===== src/rtl/calc_pkg.sv =====
// Shared definitions for the calculator operand entry stage: key codes,
// opcodes, FSM encoding and the entry magnitude limit.
package calc_pkg;

    localparam logic [3:0] KEY_ADD = 4'd10;
    localparam logic [3:0] KEY_MUL = 4'd11;
    localparam logic [3:0] KEY_SUB = 4'd12;
    localparam logic [3:0] KEY_EQ  = 4'd13;
    localparam logic [3:0] KEY_CLR = 4'd14;
    localparam logic [3:0] KEY_NEG = 4'd15;

    localparam logic [1:0] OP_ADD = 2'b00;
    localparam logic [1:0] OP_MUL = 2'b01;
    localparam logic [1:0] OP_SUB = 2'b10;

    localparam logic [14:0] MAG_MAX  = 15'd32767;
    // Downstream arithmetic latches the opcode over two cycles
    localparam logic [1:0]  WAIT_CYC = 2'd2;

    typedef enum logic [1:0] {
        ST_FIRST  = 2'd0,
        ST_SECOND = 2'd1,
        ST_WAIT   = 2'd2,
        ST_RESULT = 2'd3
    } state_e;

    function automatic logic is_digit(input logic [3:0] k);
        return k <= 4'd9;
    endfunction

    function automatic logic [1:0] key_to_op(input logic [3:0] k);
        logic [1:0] op;
        op = OP_ADD;
        if (k == KEY_MUL) op = OP_MUL;
        if (k == KEY_SUB) op = OP_SUB;
        return op;
    endfunction

endpackage


===== src/rtl/dec_accum.sv =====
// Decimal digit accumulator: mag*10 + digit with overflow detection.
// ENTRY_SATURATE_EN selects clamp-to-max instead of discarding the digit.
module dec_accum
    import calc_pkg::*;
(
    input  logic [14:0] mag_i,
    input  logic [3:0]  digit_i,
    output logic [14:0] mag_o,
    output logic        ovf_o
);

    // 19 bits holds the worst case 32767*10+9
    logic [18:0] prod;

    always_comb begin
        prod  = 19'(mag_i) * 19'd10 + 19'(digit_i);
        ovf_o = prod > 19'(MAG_MAX);
        if (ovf_o) begin
`ifdef ENTRY_SATURATE_EN
            mag_o = MAG_MAX;
`else
            mag_o = mag_i;
`endif
        end else begin
            mag_o = prod[14:0];
        end
    end

endmodule


===== src/rtl/operand_entry.sv =====
// Keypad operand entry stage feeding the arithmetic module.
// Overflow behaviour of digit entry is selected by ENTRY_SATURATE_EN.
module operand_entry
    import calc_pkg::*;
(
    input  logic               clock,
    input  logic               reset,
    input  logic               key_valid,
    input  logic [3:0]         key_code,
    input  logic signed [15:0] answer,
    output logic signed [15:0] V1,
    output logic signed [15:0] V2,
    output logic [1:0]         opcode,
    output logic               newop,
    output logic signed [15:0] display,
    output logic               ovf,
    output logic               busy
);

    state_e             state_q, state_d;
    logic [14:0]        mag_q, mag_d;
    logic               neg_q, neg_d;
    logic               has_q, has_d;
    logic signed [15:0] v2_q, v2_d;
    logic [1:0]         op_q, op_d;
    logic               newop_q, newop_d;
    logic               ovf_q, ovf_d;
    logic signed [15:0] res_q, res_d;
    logic [1:0]         cnt_q, cnt_d;

    logic [14:0]        acc_mag;
    logic               acc_ovf;
    logic [15:0]        mag_ext;
    logic signed [15:0] v1_w;

    dec_accum u_acc (
        .mag_i   (mag_q),
        .digit_i (key_code),
        .mag_o   (acc_mag),
        .ovf_o   (acc_ovf)
    );

    assign mag_ext = {1'b0, mag_q};
    assign v1_w    = neg_q ? $signed(~mag_ext + 16'd1) : $signed(mag_ext);

    always_comb begin
        state_d = state_q;
        mag_d   = mag_q;
        neg_d   = neg_q;
        has_d   = has_q;
        v2_d    = v2_q;
        op_d    = op_q;
        newop_d = 1'b0;
        ovf_d   = ovf_q;
        res_d   = res_q;
        cnt_d   = cnt_q;
        if (state_q == ST_WAIT) begin
            if (cnt_q == 2'd0) begin
                res_d   = answer;
                state_d = ST_RESULT;
            end else begin
                cnt_d = cnt_q - 2'd1;
            end
        end else if (key_valid) begin
            if (key_code == KEY_CLR) begin
                state_d = ST_FIRST;
                mag_d   = '0;
                neg_d   = 1'b0;
                has_d   = 1'b0;
                v2_d    = '0;
                op_d    = OP_ADD;
                ovf_d   = 1'b0;
                res_d   = '0;
            end else if (is_digit(key_code)) begin
                if (state_q == ST_RESULT) begin
                    mag_d   = {11'd0, key_code};
                    neg_d   = 1'b0;
                    has_d   = 1'b1;
                    state_d = ST_FIRST;
                end else if (acc_ovf) begin
                    mag_d = acc_mag;
                    ovf_d = 1'b1;
                end else begin
                    mag_d = acc_mag;
                    has_d = 1'b1;
                end
            end else if (key_code == KEY_NEG) begin
                if (state_q != ST_RESULT) neg_d = ~neg_q;
            end else if (key_code == KEY_EQ) begin
                if (state_q == ST_SECOND) begin
                    state_d = ST_WAIT;
                    cnt_d   = WAIT_CYC;
                end
            end else if (state_q != ST_SECOND || !has_q) begin
                // Operator: in SECOND before any digit it only swaps the opcode
                op_d    = key_to_op(key_code);
                newop_d = 1'b1;
                if (state_q != ST_SECOND) begin
                    v2_d    = (state_q == ST_RESULT) ? res_q : v1_w;
                    mag_d   = '0;
                    neg_d   = 1'b0;
                    has_d   = 1'b0;
                    state_d = ST_SECOND;
                end
            end
        end
    end

    always_ff @(posedge clock or negedge reset) begin
        if (!reset) begin
            state_q <= ST_FIRST;
            mag_q   <= '0;
            neg_q   <= 1'b0;
            has_q   <= 1'b0;
            v2_q    <= '0;
            op_q    <= OP_ADD;
            newop_q <= 1'b0;
            ovf_q   <= 1'b0;
            res_q   <= '0;
            cnt_q   <= '0;
        end else begin
            state_q <= state_d;
            mag_q   <= mag_d;
            neg_q   <= neg_d;
            has_q   <= has_d;
            v2_q    <= v2_d;
            op_q    <= op_d;
            newop_q <= newop_d;
            ovf_q   <= ovf_d;
            res_q   <= res_d;
            cnt_q   <= cnt_d;
        end
    end

    assign V1      = v1_w;
    assign V2      = v2_q;
    assign opcode  = op_q;
    assign newop   = newop_q;
    assign ovf     = ovf_q;
    assign display = (state_q == ST_RESULT) ? res_q : v1_w;
    // Final WAIT cycle (count 0) is the capture cycle, so busy drops there
    assign busy    = (state_q == ST_WAIT) && (cnt_q != 2'd0);

endmodule


===== config.mk =====
export PLATFORM = sky130hd
export DESIGN_NAME = operand_entry
export DESIGN_NICKNAME = d
export VERILOG_FILES = /design/src/rtl/calc_pkg.sv /design/src/rtl/dec_accum.sv /design/src/rtl/operand_entry.sv
export SDC_FILE = /design/constraint.sdc
export NUM_CORES = 1
export LEC_CHECK = 0
export BUFFER_PORTS_ARGS = -buffer_cell sky130_fd_sc_hd__buf_2
export CORE_MARGIN = 2
export CORE_UTILIZATION = 61
export CTS_CLUSTER_SIZE = 28
export DETAILED_ROUTE_END_ITERATION = 7
export PLACE_DENSITY = 0.87
export SLEW_MARGIN = 20
export SYNTH_ARGS = -nofsm -noshare
export SYNTH_HDL_FRONTEND = slang
export SYNTH_SLANG_ARGS = --single-unit

===== constraint.sdc =====
create_clock -name clock -period 12.5 [get_ports clock]
set_clock_uncertainty 0.2 [all_clocks]
set_input_delay 0 -clock clock [delete_from_list [all_inputs] [get_ports clock]]
set_output_delay 0 -clock clock [all_outputs]
set_load 0.03 [all_outputs]

**Yosys cells after proc, flatten, opt, wreduce, memory -nomap -nowiden**

Index checks and enable logic that the tools add are counted.

- Bits in registers: 57
- Latch bits: 0
- Bits in writable memories: 0
- Bits in read-only memories: 0
- Bits of input ports: 23
- Memories: 0

- $add $sub $neg: 3
- Multiply operators: 1
- Div/mod/pow operators: 0
- Magnitude comparators: 2
- Equality and inequality tests: 28
- Shift-type cells: 0
- Muxes and demuxes: 69
- Bitwise logic cells: 3
- Reduce and logical (&&, ||, !) cells: 27

Operators by type and width:

| operator | count |
|---|---|
| 16-bit two-way mux | 12 |
| 15-bit two-way mux | 8 |
| 2-bit two-way mux | 24 |
| 7-bit AND reduction | 5 |
| 1-bit two-way mux | 25 |
| 4-bit equality test (second input constant) | 5 |
| 19-bit by 4-bit adder with 19-bit output | 1 |
| 19-bit by 15-bit greater-than comparator with 1-bit output (second input constant) | 1 |
| 15-bit by 3-bit multiplier with 18-bit output (second input constant) | 1 |
| 2-bit nonzero test | 9 |
| 16-bit by 1-bit adder with 16-bit output (second input constant) | 1 |
| 15-bit inverter with 16-bit output | 1 |
| 2-bit inequality test (second input constant) | 7 |
| 4-bit by 3-bit inequality test with 1-bit output (second input constant) | 3 |
| 5-bit nonzero test | 2 |
| 2-bit by 1-bit inequality test with 1-bit output (second input constant) | 4 |
| 4-bit nonzero test | 2 |
| 3-bit inequality test (second input constant) | 2 |
| 6-bit AND reduction | 1 |
| 3-bit nonzero test | 2 |
| 5-bit by 3-bit inequality test with 1-bit output (second input constant) | 1 |
| 5-bit AND reduction | 1 |
| 2-bit equality test (second input constant) | 2 |
| 4-bit less-or-equal comparator (second input constant) | 1 |
| 11 further kinds | 12 |

**Longest topological paths before layout**

Gate-level depths: netlist of run 1.

- Depth in word-level cells: 10
- Gate-level depth with buffers: 15
- Mapped depth without buffers: 13

**Cells and area by module**

From an unflattened synthesis of run 1, not the netlist that was laid out.

- Cell total of the unflattened synthesis: 477
- Area total of the unflattened synthesis: 4505.6 µm²

By module, submodules not included:

| module | instances | cells each | area an instance (µm²) | sequential area each (µm²) |
|---|---|---|---|---|
| operand_entry | 1 | 303 | 3047.9 | 1426.4 |
| dec_accum | 1 | 174 | 1457.6 | 0.0 |

**Worst setup path before layout of run 1**

OpenSTA, ideal clock, no wires.

- Kind: reg2reg
- Start: register mag_q[1]
- End: register mag_q[2]
- Data arrival time: 3.618 ns
- Data required time: 12.172 ns
- Slack: 8.555 ns
- Cell stages (with the launch flop): 15
- Path buffers: 1
- Clock period less this slack: 3.945 ns
- Path through: dfrtp_1 -> ha_1 -> ha_1 -> fa_1 -> a211oi_2 -> o31ai_4 -> a31o_2 -> a2111o_1 -> nand3_2 -> a31oi_1 -> a311oi_1 -> and4b_1 -> buf_6 -> o21ai_4 -> mux2_1

- Longest elaborated chain between the ends: 6

RTL lines:

| what | RTL line | text |
|---|---|---|
| start, declared | operand_entry.sv:21 | `logic [14:0] mag_q, mag_d;` |
| start signal, assigned | operand_entry.sv:123 | `mag_q <= mag_d;` |
| 15-bit by 3-bit multiplier with 18-bit output * | dec_accum.sv:16 | `prod = 19'(mag_i) * 19'd10 + 19'(digit_i);` |
| 19-bit by 4-bit adder with 19-bit output * | dec_accum.sv:16 |  |
| parallel branches: the longest is 4 deep, another holds 19-bit by 15-bit greater-than comparator with 1-bit output | -- |  |

Every way passes the cells marked *. The select of a mux whose other input is x is not followed.
A chain may end at the register's enable or synchronous reset.

**Worst setup path in the final report of run 1**

- Start: register mag_q[1]
- End: register mag_q[3]

Same word-level chain as after synthesis.

==> results.ini, run 1 <==
[run_status]
status=finished, final reports clean

[critical_path]
worstPathRequired_ns=12.52
crit_fanout=14
critPathCaptureType=flip-flop
arrival_ns=4.68
crit_path_start_kind=flip-flop
r2r_setup_slack_ns=7.84
worstSetupPathType=reg2reg

[timing]
min_period_over_period=0.373
timing.slew.headroom=0.243
slew_violations=0
finalHoldViolations=0
tns_ns=0
setup_slack_ns=7.84
worst_pin_slew_ns=1.13
max_freq_mhz=215
rsz0062_at_grt=false
finalSetupViolCount=0
fin_crit_ns=4.66

[cells_and_area]
finalNetCount=556
multi_input_area_um2=2400
nFillCells=416
drive_above_1_share=0.232
diodes=0
syn2layout_area_growth_pct=21.5
seq_area_um2=1430

[synthesis]
netlist_area_um2=3970
synth-edff-count=0
synth_ff_type=dfrtp_1
synth-seq-area-share=0.360
synth_common_cells=dfrtp_1 (57), nand2_1 (40), ha_1 (34)
ys_types=52
synth.avg_cell_area_um2=9.80
async_flop_share=1.00
yosys_warnings=0
yosysMostFrequentCell=dfrtp_1
syn-instance-count=405
syn_nets=464
synth-seq-cells=57
synth_top_area_frac=0.360
synthTopCellsByArea=dfrtp_1 (36%), ha_1 (11%), a22o_1 (7.1%)
synth_top_cell_by_area=dfrtp_1

[global_routing]
grt_start_max_net_pins=58
grt_pass1_wl_um=19300
grt_usage=0.338
grt_pass1_vias=3866
grt_overflow=0
antenna_found_initial=0

[route]
dr.first_iter.drc_count=250
drt_wl_total_um=11700
routed.top_layer=met4
avgRoutedWirePerCell_um=20.2
met1_length_um=4650
dr.pass1.iters=5
drc=0
routed-wl-met2_um=5700
vias=3783
wl_met3_um=945
avgViaCountPerCell=6.56
final_antenna_net_count=0

[power_and_ir_drop]
p_leak_nw=2.40
p_sw_frac=0.505
switching_power_w=0.000677
p_int_w=0.000664
power.share.clock=0.148
ir_drop_mv=0.221
combPwrFrac=0.611
power_frac_seq=0.241
power.density_nw_per_um2=278

[placed_design]
dp_slack_ns=8.05
port_buffers=75
place.gp.congestion=0.895
dpl.hpwl_um=7500

[die]
rows=29
core_region_area_um2=6310
dieArea_um2=7170
fp.dieW_um=84.7
ios=76
start_util=0.628
die_y_um=84.7

[clocking]
cts_inserted_buffers=9
clock_path_buffers=2
clk_pin_slew_ns=0.07
htreeDepth=3
cts_tree=yes
cts-root-buf=clkbuf_8
cts_sinks=57
clock_latency_ns=0.34

[job]
cap_violations=0

[hold_path]
min_path_type=in2async

-- timing repair --
action | CTS | global route
hold buffers | 24 | 0
gates resized for setup | 0 | 0
buffers inserted | 0 | 0
hold endpoints to repair | 82 | 0
-- area by class of cell --
| class | count | share of cell area |
|---|---|---|
| well taps | 77 | 0.0200 |
| flip-flops and latches | 57 | 0.296 |
| multi-input cells | 316 | 0.499 |
| inverters | 12 | 0.00935 |
| repair buffers | 101 | 0.131 |
| clock inverters | 3 | 0.0135 |
| clock buffers | 11 | 0.0314 |
-- placed cells by master (no fill, tap or decap), types with 3 or more instances in the layout --
cell,instances
a21oi_1,18
buf_2,75
nor2b_1,3
ha_1,33
a21o_1,3
o2bb2ai_1,10
dlygate4sd3_1,24
or3_1,5
nand2_1,40
or4_1,3
dfrtp_1,57
nor2_1,22
a31oi_1,4
a211oi_1,3
nand2b_1,4
clkbuf_8,11
o41ai_1,3
o21ai_0,21
nand3_1,8
xnor2_1,24
o31ai_1,6
xor2_1,10
nor3_1,8
mux2i_1,5
mux2_2,16
inv_1,12
a22o_1,32
-- logic make-up (layout without fill, tap and decap cells) --
| family | after synthesis | in the layout | synth area share |
|---|---|---|---|
| compound gates | 114 | 114 | 0.215 |
| xor+xnor | 34 | 34 | 0.0751 |
| fa+ha+maj | 36 | 36 | 0.117 |
| buf+inv | 32 | 127 | 0.0350 |
| flops | 57 | 57 | 0.360 |
| mux | 23 | 23 | 0.0637 |
| simple gates | 109 | 109 | 0.134 |
-- stage by stage --
| stage | utilization | total power (W) | area [um2] | hold slack, ns | instances |
|---|---|---|---|---|---|
| after floorplan | - | 0.000910 | 3970 | -0.496 | 405 |
| after detailed placement | 0.691 | 0.00110 | 4360 | -0.0138 | 539 |
| after global placement | 0.691 | 0.00107 | 4360 | -0.0297 | 539 |
| final | 0.763 | 0.00134 | 4820 | 0.135 | 577 |
| after CTS | 0.763 | 0.00131 | 4820 | 0.157 | 577 |
| after global routing | 0.763 | 0.00141 | 4820 | 0.225 | 577 |
-- sequential cells by signal, summed over array words and instances, names as in the netlist --
register and count:
mag_q 15, res_q 16, state_q 2, has_q 1
opcode 2, cnt_q 2, neg_q 1, newop 1
ovf 1, V2 16
-- metal layers --
metal	GRT usage	vias up
met4	0.152	0
met1	0.427	1837
met5	0	-
met3	0.0649	36
met2	0.563	236
li1	-	1674
-- worst paths after layout --
check | startpoint | endpoint | cells after the start
hold reg to reg | res_q[6]$_DFFE_PN0P_ | res_q[6]$_DFFE_PN0P_ | 1
max in group asynchronous | reset | mag_q[10]$_DFFE_PN0P_ | 3
setup reg to reg | mag_q[1]$_DFFE_PN0P_ | mag_q[3]$_DFFE_PN0P_ | 13
min in group clock | answer[13] | res_q[13]$_DFFE_PN0P_ | 3
setup / recovery | mag_q[1]$_DFFE_PN0P_ | mag_q[3]$_DFFE_PN0P_ | 13
hold / removal | reset | V2[10]$_DFFE_PN0P_ | 3
-- power groups by stage --
stage | registers (W) | logic [W] | clock network (W)
after floorplan | 0.000344 | 0.000566 | 0
after global placement | 0.000312 | 0.000758 | 0
after detailed placement | 0.000318 | 0.000780 | 0
after CTS | 0.000316 | 0.000800 | 0.000196
after global routing | 0.000329 | 0.000878 | 0.000206
final | 0.000323 | 0.000819 | 0.000199
-- worst max-delay path, cell delays in order (launching register included) --
cell      delay, ns
dfrtp_1        0.44
ha_1           0.31
ha_1           0.24
fa_1           0.42
a211oi_2       0.37
nor2_1         0.13
xor2_1         0.34
nand3_1        0.21
nor3_1         0.49
nand3_1        0.17
mux2i_1        0.14
and4b_1        0.27
o21ai_4        0.43
mux2_1         0.37
Power figures use the tool's default switching activity.
==> run 2, diff against run 1 <==
Settings changed: CORE_UTILIZATION 61 to 56, PLACE_DENSITY 0.87 to 0.81.
Clock period 12.5 ns to 4.8 ns, I/O delays scaled along.
==> run 2 against run 1 <==
Against the previous run: core utilization shrank 5.8 points; count of clock-buffer cells in the layout shrank 2; total power grew 150%; highest routed layer unchanged.
==> results.ini, run 2 (synthesized netlist as in run 1, its figures left out) <==
[run_status]
status=finished, final reports clean

[route]
met1_length_um=4680
avgRoutedWirePerCell_um=17.5
routed-wl-met2_um=5110
final_antenna_net_count=0
drc=0
vias=3603
drt_wl_total_um=10500
dr.first_iter.drc_count=234
dr.pass1.iters=6
wl_met3_um=583
avgViaCountPerCell=6.01
routed.top_layer=met4

[die]
core_region_area_um2=6830
rows=30
fp.dieW_um=88.2
dieArea_um2=7770
ios=76
start_util=0.581
die_y_um=88.2

[cells_and_area]
syn2layout_area_growth_pct=21.4
diodes=0
final_common_cell=buf_2
finalNetCount=558
drive_above_1_share=0.236
final_cell_mix=buf_2 (75), dfrtp_1 (57), nand2_1 (40)

[critical_path]
worstSetupPathType=reg2reg
arrival_ns=4.36
critPathCaptureType=flip-flop
cp_slowest_cell=dfrtp_1
cp_cell_sequence=ha_1 -> ha_1 -> fa_1 -> a211oi_2 -> nor2_1 -> xor2_1 -> nand3_1 -> nor3_1 -> nand3_1 -> mux2i_1 -> and4b_1 -> o21ai_4 -> buf_4 -> o2bb2ai_1
crit_fanout=10
cpLargestDelayFamily=simple AND/OR/NAND/NOR gates
worstReg2RegEnd=mag_q[10]$_DFFE_PN0P_
r2r_setup_slack_ns=0.45
reg2reg_from=mag_q[3]$_DFFE_PN0P_
crit_path_start_kind=flip-flop
max_stage_delay_ns=0.45
reg2reg_depth=14
worstPathRequired_ns=4.81
worstPathBufferInverterCount=1

[placed_design]
dpl.hpwl_um=7480
port_buffers=75
dp_slack_ns=0.538
place.gp.congestion=0.870

[hold_path]
min_path_type=in2async

[timing]
max_freq_mhz=230
finalHoldViolations=0
tns_ns=0
setup_slack_ns=0.445
min_period_over_period=0.907
timing.slew.headroom=0.238
whs_ns=0.152
rsz0062_at_grt=false
finalSetupViolCount=0
slew_violations=0
fin_crit_ns=4.35
worst_pin_slew_ns=1.14

[power_and_ir_drop]
power.density_nw_per_um2=690
ir_drop_mv=0.266
p_leak_nw=2.39

[clocking]
cts_tree=yes
clk_pin_slew_ns=0.08
htreeDepth=3
clock_latency_ns=0.34
cts_inserted_buffers=9
clock_path_buffers=2
cts-root-buf=clkbuf_8
cts_sinks=57

[global_routing]
grt_start_max_net_pins=58
grt_usage=0.280
grt_pass1_vias=3425
grt_pass1_wl_um=16800
antenna_found_initial=0
grt_overflow=0

[job]
cap_violations=0

[run 2: changes by cell type in the layout (fill, tap and decap cells not counted)]
cell,before,now
bufinv_16,2,0
ha_2,1,0
clkinvlp_4,0,2
buf_4,2,4
ha_1,33,34
clkbuf_8,11,9
clkinv_4,0,3
inv_6,0,1
[run 2: worst max path at each step]
| stage | startpoint | end | cells past startpoint |
|---|---|---|---|
| 3_3_place_gp | mag_q[1]$_DFFE_PN0P_ | mag_q[3]$_DFFE_PN0P_ | 13 |
| 4_1_cts | mag_q[3]$_DFFE_PN0P_ | mag_q[2]$_DFFE_PN0P_ | 13 |
| 3_5_place_dp | mag_q[3]$_DFFE_PN0P_ | mag_q[2]$_DFFE_PN0P_ | 13 |
| 2_1_floorplan | mag_q[1]$_DFFE_PN0P_ | mag_q[2]$_DFFE_PN0P_ | 14 |
| 6_report | mag_q[3]$_DFFE_PN0P_ | mag_q[10]$_DFFE_PN0P_ | 14 |
| 5_1_grt | mag_q[3]$_DFFE_PN0P_ | mag_q[5]$_DFFE_PN0P_ | 14 |
[run 2: what timing repair did]
action,4_1_cts,5_1_grt
hold buffers,24,0
buffers inserted,0,0
resized for setup,0,0
endpoints found under the hold margin,84,0
[run 2: routing by layer]
| layer | track usage | vias to the layer above |
|---|---|---|
| met3 | 0.0575 | 11 |
| met1 | 0.364 | 1777 |
| li1 | - | 1687 |
| met5 | 0 | - |
| met2 | 0.476 | 128 |
| met4 | 0.0799 | 0 |
[run 2: stage by stage]
step | std cells | total power (W) | util | instance area [um2]
3_3_place_gp | 560 | 0.00282 | 0.644 | 4400
3_5_place_dp | 560 | 0.00287 | 0.644 | 4400
5_1_grt | 600 | 0.00355 | 0.705 | 4820
2_1_floorplan | 405 | 0.00237 | - | 3970
6_report | 600 | 0.00333 | 0.705 | 4820
4_1_cts | 600 | 0.00330 | 0.705 | 4820
[run 2: worst reg2reg max path, stage by stage, from the launching register on]
cell and delay (ns):
dfrtp_1 0.45, ha_1 0.31, ha_1 0.24, fa_1 0.43, a211oi_2 0.35, nor2_1 0.10, xor2_1 0.30, nand3_1 0.21
nor3_1 0.44, nand3_1 0.18, mux2i_1 0.18, and4b_1 0.39, o21ai_4 0.12, buf_4 0.20, o2bb2ai_1 0.13
[run 2: power by group]
group	internal (W)	total, W	leakage [nW]	switching (W)
Clock	0.000190	0.000407	0.0858	0.000217
Combinational	0.000766	0.00209	1.56	0.00133
Sequential	0.000653	0.000825	0.745	0.000172
Total	0.00161	0.00333	2.39	0.00172
[run 2: final cells by class]
class                   instances  area [um2]
repair buffers                103         646
well taps                      96         120
clock buffers                   9         124
fillers                       540        2010
inverters                      12        45.0
clock inverters                 7        55.1
flip-flops and latches         57        1430
multi-input cells             316        2400
==> run 3, diff against run 2 <==
Settings changed: CORE_UTILIZATION 56 to 43, PLACE_DENSITY 0.81 to not set.
==> run 3 against run 2 <==
Against the previous run: sequential share of layout area decreased by 0.077 points; register-to-register slack got worse by 0.11 ns; combinational power decreased by 2%; flip-flop and latch count unchanged; non-clock buffer count increased by 1; core utilization decreased by 17 points; fmax decreased by 2.4%; setup slack got worse by 0.11 ns; total power decreased by 2.2%; wire length decreased by 2.0%; clock power decreased by 6.1%; via count decreased by 4.7%; critical path type unchanged.
==> results.ini, run 3 (synthesized netlist as in run 1, its figures left out) <==
[clocking]
cts_sinks=57
clock_path_buffers=2
htreeDepth=3
cts_inserted_buffers=9
cts_tree=yes
cts-root-buf=clkbuf_8
clk_pin_slew_ns=0.07
clock_latency_ns=0.34

[critical_path]
arrival_ns=4.47
max_stage_delay_ns=0.44
crit_fanout=14
critPathCaptureType=flip-flop
cp_slowest_cell=nor3_1
worstSetupPathType=reg2reg
worstPathRequired_ns=4.81
crit_path_start_kind=flip-flop
cp_cell_sequence=ha_1 -> ha_1 -> fa_1 -> a211oi_2 -> nor2_1 -> xor2_1 -> nand3_1 -> nor3_1 -> nand3_1 -> mux2i_1 -> and4b_1 -> o21ai_4 -> mux2_1

[power_and_ir_drop]
power.density_nw_per_um2=673
p_leak_nw=2.39
finalPower_w=0.00325
ir_drop_mv=0.243

[cells_and_area]
diodes=0
syn2layout_area_growth_pct=21.8
nFillCells=824
drive_above_1_share=0.234
final_cell_mix=buf_2 (75), dfrtp_1 (57), nand2_1 (40)
final_area_um2=4830
final_common_cell=buf_2
finalNetCount=559

[placed_design]
place_area_um2=4420
dpl.hpwl_um=7650
place.gp.congestion=0.910
port_buffers=75

[timing]
slew_violations=0
fin_crit_ns=4.46
max_freq_mhz=224
rsz0062_at_grt=false
timing.slew.headroom=0.510
finalHoldViolations=0
finalSetupViolCount=0
tns_ns=0
min_period_over_period=0.929
worst_pin_slew_ns=0.735

[route]
avgRoutedWirePerCell_um=16.7
vias=3434
drt_wl_total_um=10300
dr.first_iter.drc_count=127
final_antenna_net_count=0
avgViaCountPerCell=5.57
drc=0
dr.pass1.iters=4

[global_routing]
grt_pass1_vias=3351
grt_pass1_wl_um=16900
grt_start_max_net_pins=58
grt_usage=0.212
antenna_found_initial=0
grt_overflow=0

[die]
fp.dieW_um=100
start_util=0.436
die_y_um=100
rows=35
core_region_area_um2=9110
dieArea_um2=10000
ios=76

[job]
cap_violations=0

[hold_path]
min_path_type=in2async

[run_status]
status=finished, final reports clean

## run 3: layout make-up
type	instances	area [um2]	share of cell area
multi-input cells	316	2400	0.497
flip-flops and latches	57	1430	0.295
well taps	111	139	0.0287
clock buffers	10	128	0.0264
inverters	12	45.0	0.00932
clock inverters	6	35.0	0.00725
repair buffers	104	656	0.136
## run 3: power by group
part	total [W]	switching [W]	internal (W)
combinational	0.00205	0.00129	0.000758
sequential	0.000823	0.000170	0.000653
clock	0.000382	0.000199	0.000183
## run 3: layer usage
metal  up-vias  global-route usage  share of wire
met5         -                   0              0
met4         0              0.0527         0.0095
met3         6              0.0460          0.053
met2       108               0.353           0.46
met1      1639               0.283           0.47
li1       1681                   -              -
## run 3: worst paths after layout
check	cells after the start	start	to	slack, ns
max	13	mag_q[1]$_DFFE_PN0P_	mag_q[2]$_DFFE_PN0P_	0.34
min	3	reset	V2[15]$_DFFE_PN0P_	0.13
max reg2reg	13	mag_q[1]$_DFFE_PN0P_	mag_q[2]$_DFFE_PN0P_	0.34
min reg2reg	2	V2[1]$_DFFE_PN0P_	V2[1]$_DFFE_PN0P_	0.28
max in group asynchronous	3	reset	mag_q[3]$_DFFE_PN0P_	3.77
min in group clock	3	answer[15]	res_q[15]$_DFFE_PN0P_	0.22
## run 3: critical path, delay by kind of cell (launching register included)
family	cells	cell delay [ns]
flip-flops	1	0.43
XOR/XNOR	1	0.30
multiplexers	2	0.51
adder cells (fa/ha/maj)	3	0.97
AND/OR/NAND/NOR	5	1.18
AO/OA/AOI/OAI	2	0.75
## run 3: per-stage QoR
step | worst slack [ns] | instances | hold slack (ns) | util
final | 0.340 | 616 | 0.133 | 0.530
after global routing | 0.0670 | 616 | 0.212 | 0.530
after CTS | 0.352 | 616 | 0.160 | 0.530
after detailed placement | 0.366 | 575 | -0.00528 | 0.485
after global placement | 0.505 | 575 | -0.00671 | 0.485
after floorplan | 0.855 | 405 | -0.496 | -
## run 3: what timing repair did
| item | 4_1_cts | 5_1_grt |
|---|---|---|
| gates resized for setup | 0 | 0 |
| endpoints found under the setup margin | 0 | 0 |
| hold endpoints to repair | 82 | 0 |
| hold buffers | 25 | 0 |
| buffers inserted | 0 | 0 |
